$ cat config.mk
export PLATFORM = sky130hd
export DESIGN_NAME = uart_cmd_rx
export DESIGN_NICKNAME = d
export VERILOG_FILES = /design/src/rtl/uart_cmd_rx.sv
export SDC_FILE = /design/constraint.sdc
export NUM_CORES = 1
export LEC_CHECK = 0
export ABC_AREA = 0
export CAP_MARGIN = 10
export CORE_AREA = 2 2 103 105
export CTS_CLUSTER_DIAMETER = 200
export DETAILED_ROUTE_END_ITERATION = 10
export DIE_AREA = 0 0 105 107
export PLACE_DENSITY_LB_ADDON = 0.08
export SETUP_SLACK_MARGIN = 0.02
export SLEW_MARGIN = 10
export SYNTH_ARGS = -nofsm -noshare
export SYNTH_HDL_FRONTEND = slang
export SYNTH_SLANG_ARGS = --single-unit
$ cat constraint.sdc
create_clock -name clock -period 3.05 [get_ports clock]
set_input_delay 0.61 -clock clock [delete_from_list [all_inputs] [get_ports clock]]
set_output_delay 0.61 -clock clock [all_outputs]
set_load 0.02 [all_outputs]
$ cat src/rtl/uart_cmd_rx.sv
// UART 8N1 receiver feeding a three-byte command assembler (header, A, B).
// A command latches a/b/opcode together and pulses cmd_valid once.
//
// byte FSM state | meaning
// S_IDLE         | line idle, waiting for rx_s low
// S_START        | half-bit wait, confirm start bit
// S_DATA         | sampling 8 data bits LSB first
// S_STOP         | sampling stop bit, deliver or flag frame error
//
// assembler state | meaning
// A_WAIT_HDR      | waiting for header byte 10100ooo
// A_WAIT_A        | waiting for operand A
// A_WAIT_B        | waiting for operand B
module uart_cmd_rx #(
  parameter int CLKS_PER_BIT = 87,
  parameter int TIMEOUT_BITS = 32
) (
  input  logic       clock,
  input  logic       reset,
  input  logic       ena,
  input  logic       rx,
  output logic [7:0] a,
  output logic [7:0] b,
  output logic [2:0] opcode,
  output logic       cmd_valid,
  output logic       frame_err,
  output logic       busy
);

  localparam int CW = 12;
  localparam logic [CW-1:0] BIT_RELOAD  = CW'(CLKS_PER_BIT - 1);
  localparam logic [CW-1:0] HALF_RELOAD = CW'(CLKS_PER_BIT / 2 - 1);
  localparam logic [7:0]    TO_RELOAD   = 8'(TIMEOUT_BITS - 1);

  typedef enum logic [1:0] {S_IDLE, S_START, S_DATA, S_STOP} byte_state_t;
  typedef enum logic [1:0] {A_WAIT_HDR, A_WAIT_A, A_WAIT_B} asm_state_t;

  byte_state_t   byte_state;
  asm_state_t    asm_state;
  logic          rx_m, rx_s;
  logic [CW-1:0] bit_cnt;
  logic [2:0]    bit_idx;
  logic [7:0]    shift;
  logic [2:0]    pend_op;
  logic [7:0]    pend_a;
  logic [CW-1:0] tick_cnt;
  logic [7:0]    to_cnt;

  always_ff @(posedge clock) begin
    if (reset) begin
      rx_m <= 1'b1;
      rx_s <= 1'b1;
    end else begin
      rx_m <= rx;
      rx_s <= rx_m;
    end
  end

  always_ff @(posedge clock) begin
    if (reset) begin
      byte_state <= S_IDLE;
      asm_state  <= A_WAIT_HDR;
      bit_cnt    <= '0;
      bit_idx    <= '0;
      shift      <= '0;
      pend_op    <= '0;
      pend_a     <= '0;
      tick_cnt   <= '0;
      to_cnt     <= '0;
      a          <= '0;
      b          <= '0;
      opcode     <= '0;
      cmd_valid  <= 1'b0;
      frame_err  <= 1'b0;
      busy       <= 1'b0;
    end else if (!ena) begin
      byte_state <= S_IDLE;
      asm_state  <= A_WAIT_HDR;
      cmd_valid  <= 1'b0;
      frame_err  <= 1'b0;
      busy       <= 1'b0;
    end else begin
      cmd_valid <= 1'b0;
      frame_err <= 1'b0;

      // Inter-byte timeout only runs between frames of a partial command.
      if (asm_state == A_WAIT_HDR) begin
        tick_cnt <= BIT_RELOAD;
        to_cnt   <= TO_RELOAD;
      end else if (byte_state == S_IDLE) begin
        if (tick_cnt != '0) begin
          tick_cnt <= tick_cnt - CW'(1);
        end else begin
          tick_cnt <= BIT_RELOAD;
          if (to_cnt == '0) begin
            asm_state <= A_WAIT_HDR;
            pend_op   <= '0;
            pend_a    <= '0;
          end else begin
            to_cnt <= to_cnt - 8'd1;
          end
        end
      end

      unique case (byte_state)
        S_IDLE: begin
          if (!rx_s) begin
            byte_state <= S_START;
            bit_cnt    <= HALF_RELOAD;
            busy       <= 1'b1;
          end
        end
        S_START: begin
          if (bit_cnt != '0) begin
            bit_cnt <= bit_cnt - CW'(1);
          end else if (rx_s) begin
            byte_state <= S_IDLE;
            busy       <= 1'b0;
          end else begin
            byte_state <= S_DATA;
            bit_cnt    <= BIT_RELOAD;
            bit_idx    <= '0;
          end
        end
        S_DATA: begin
          if (bit_cnt != '0) begin
            bit_cnt <= bit_cnt - CW'(1);
          end else begin
            shift   <= {rx_s, shift[7:1]};
            bit_cnt <= BIT_RELOAD;
            if (bit_idx == 3'd7) byte_state <= S_STOP;
            else bit_idx <= bit_idx + 3'd1;
          end
        end
        S_STOP: begin
          if (bit_cnt != '0) begin
            bit_cnt <= bit_cnt - CW'(1);
          end else begin
            byte_state <= S_IDLE;
            busy       <= 1'b0;
            if (rx_s) begin
              tick_cnt <= BIT_RELOAD;
              to_cnt   <= TO_RELOAD;
              unique case (asm_state)
                A_WAIT_HDR: begin
                  if (shift[7:3] == 5'b10100) begin
                    pend_op   <= shift[2:0];
                    asm_state <= A_WAIT_A;
                  end
                end
                A_WAIT_A: begin
                  pend_a    <= shift;
                  asm_state <= A_WAIT_B;
                end
                A_WAIT_B: begin
                  a         <= pend_a;
                  b         <= shift;
                  opcode    <= pend_op;
                  cmd_valid <= 1'b1;
                  asm_state <= A_WAIT_HDR;
                end
                default: asm_state <= A_WAIT_HDR;
              endcase
            end else begin
              frame_err <= 1'b1;
              asm_state <= A_WAIT_HDR;
            end
          end
        end
        default: byte_state <= S_IDLE;
      endcase
    end
  end

endmodule

==> qor.yml <==
die_area_um2: 11200
drt-pass1-iter-count: 4
ys_warn_count: 0
hold_depth: 1
syn_area_per_cell_um2: 8.42
min_from: "rx_m$_SDFF_PP1_"
relSlewSlack: 0.486
critical-path-top-delay-family: "simple AND/OR/NAND/NOR gates"
utilization: 0.451
worst_setup_hold_path_clk_slew_ns: 0.08
ys.flop_type: "dfxtp_1"
dieWidth_um: 105
p_leak_nw: 1.67
die_height_um: 107
timing.rr.start: "bit_cnt[1]$_SDFFE_PP0P_"
max_freq_mhz: 380
worstSetupStartpointType: "flop"
routabilityCongestion: 0.858
coreArea_um2: 10100
cts_sinks: 82
power_density_nw_per_um2: 720
skew_ns: 0.00925
root_buffer: "clkbuf_8"
path_depth: 7
critPathKind: "flop to flop"
cts_htree_levels: 3
crit_fanout: 10
hold_class: "flop to flop"
routedWlPerCell_um: 15.1
synthToLayoutAreaGrowth_pct: 15.4
port_buffers: 25
cts_resized: 0
whs_endpoint: "rx_s$_SDFF_PP1_"
synth_top_family_by_area: "simple AND/OR/NAND/NOR gates"
worst_ep_arrival_time_ns: 2.89
synthAdderAreaFrac: 0.0381
grt_first_pass_wirelength_um: 16400
ys_async_sr_fraction: 0
min_period_ns: 2.63
ant_nets: 0
drive_gt1_frac: 0.0964
synth.most_common_cell: "dfxtp_1"
slowest_stage: "or4b_1"
tns_ns: 0
netlist_instances: 468
synth_top_cell_by_area: "dfxtp_1"
gr-usage-all-layers: 0.179
crit_required_ns: 3.30
fin_area_um2: 4550
synth-edff-count: 0
path_cells: "inv_1 -> ha_1 -> or4b_1 -> or3_4 -> nor4_4 -> o31ai_1 -> a32o_1"
final.period_utilization: 0.864
synth_compound_area_frac: 0.193
drv_slew: 0
synth_cell_type_count: 58
n_antenna_cell: 0
final_nets: 509
crit_buf_inv: 1
yosys_register_bits: 82
r2r-end: "pend_op[0]$_SDFFE_PP0P_"
vias: 3460
synth_top_area_frac: 0.417
viasPerCell: 5.46
endpoint_kind: "flop"
grt_pass1_vias: 3429
cap_viol_max_count: 0
placed_area_um2: 4350
antenna_found_initial: 0
syn_area_um2: 3940
synth_commonest_cells: "dfxtp_1, nand2_1, nor2_1"
worstMarginPinSlew_ns: 0.768
cts_buffer_depth: 2
synth.area.mux_share: 0.0280
clock_latency_ns: 0.36
synth_xor_area_frac: 0.0133
start_util: 0.390
status: "finished clean"
rows: 37
cts_tree: "yes"
drc_errors: 0
vdd_ir_drop_max_v: 0.000416
numCtsBuffers: 9
dp_hpwl_um: 6890
rr_worst_depth: 7
fillers: 1057
yosys.area_share.simple: 0.272
cp_slowest_stage_delay_ns: 0.59
grt_overflow: 0
post_cts_buffers: 0
io_pins: 26
regToRegSetupSlack_ns: 0.42
hold_buffers: 0
first_iter_violations: 127
wl_um: 9600
setup_violations: 0
grt_start_max_net_pins: 54
synth_area_leaders: "dfxtp_1, nand2_1, a21oi_1"
rsz0062_at_grt: "no"
finalHoldViolCount: 0
seq_area_frac_synth: 0.417
syn_nets: 484
stage by stage:
step / hold slack, ns / setup WS, ns / power [mW] / instances
floorplan: 0.389 / 0.667 / 2.22 / 468
global placement: 0.396 / 0.448 / 2.48 / 618
detailed placement: 0.400 / 0.436 / 2.48 / 618
CTS: 0.421 / 0.418 / 3.29 / 634
global route: 0.426 / 0.187 / 3.48 / 634
finish: 0.417 / 0.416 / 3.27 / 634
routing by layer:
metal | vias up | share of wire | track usage
met2 | 43 | 0.49 | 0.310
met1 | 1641 | 0.48 | 0.225
li1 | 1769 | - | -
met3 | 7 | 0.024 | 0.0316
met4 | 0 | 0.011 | 0.0590
met5 | - | 0 | 0
cell type report:
class	instances	area, µm²	share of cell area
multi-input cells	349	2140	0.471
clock buffers	9	124	0.0272
flip-flops and latches	82	1640	0.361
inverters	13	48.8	0.0107
clock inverters	7	77.6	0.0171
repair buffers	38	343	0.0754
well taps	136	170	0.0374
logic make-up after synthesis:
group / Yosys count
AOI/OAI and AO/OA: 112
muxes: 11
DFF: 82
buffers and inverters: 37
and+or+nand+nor: 208
adders and majority gates: 12
xor gates and xnor gates: 6
registers in the layout, summed over array words and instances (netlist names), named ones only:
signal      count
b               8
a               8
cmd_valid       1
rx_s            1
frame_err       1
asm_state       2
pend_a          8
rx_m            1
bit_cnt        12
tick_cnt       12
bit_idx         3
byte_state      1
to_cnt          8
opcode          3
shift           8
busy            1
pend_op         3
placed cells by master, fill, tap and decap left out, drive strengths merged, types with 3 or more instances in the layout:
master	synthesis	routed
nor3	22	22
xnor2	6	6
clkinvlp	0	4
nand2	62	62
o21ai	8	8
o32ai	3	3
a41oi	3	3
a32oi	4	4
a31oi	14	14
a21o	3	3
nor4b	3	3
nor4	10	10
or4	4	4
and2	3	3
a21oi	44	44
nor2	48	48
mux2i	11	11
nand4b	3	3
buf	4	14
a32o	3	3
o31ai	4	4
or3	3	3
nand2b	6	6
clkbuf	20	9
inv	13	15
dfxtp	82	82
or2	6	6
clkdlybuf4s50	0	24
nand4	5	5
nand3	17	17
ha	12	12
or4b	4	4
and3	3	3
a22o	8	8
a211oi	3	3
where the power goes:
| part | internal, mW | switching, mW | leakage (nW) |
|---|---|---|---|
| clock | 0.384 | 0.427 | 0.0885 |
| sequential | 1.14 | 0.0828 | 0.665 |
| combinational | 0.462 | 0.773 | 0.920 |
worst register-to-register path, delay by kind of cell (launching register included):
kind | cells | cell delay (ns)
adders and majority gates | 1 | 0.14
buffers and inverters | 1 | 0.10
DFF | 1 | 0.33
and+or+nand+nor | 3 | 1.50
AOI/OAI and AO/OA | 2 | 0.46
worst max-delay path by stage:
stage	start	to
2_1_floorplan	bit_cnt[0]$_SDFFE_PP0P_	pend_op[0]$_SDFFE_PP0P_
3_3_place_gp	bit_cnt[0]$_SDFFE_PP0P_	pend_op[1]$_SDFFE_PP0P_
3_5_place_dp	bit_cnt[1]$_SDFFE_PP0P_	pend_op[1]$_SDFFE_PP0P_
4_1_cts	bit_cnt[1]$_SDFFE_PP0P_	pend_op[0]$_SDFFE_PP0P_
5_1_grt	bit_cnt[0]$_SDFFE_PP0P_	pend_a[2]$_SDFFE_PP0P_
6_report	bit_cnt[1]$_SDFFE_PP0P_	pend_op[0]$_SDFFE_PP0P_
Power figures use the tool's default switching activity.
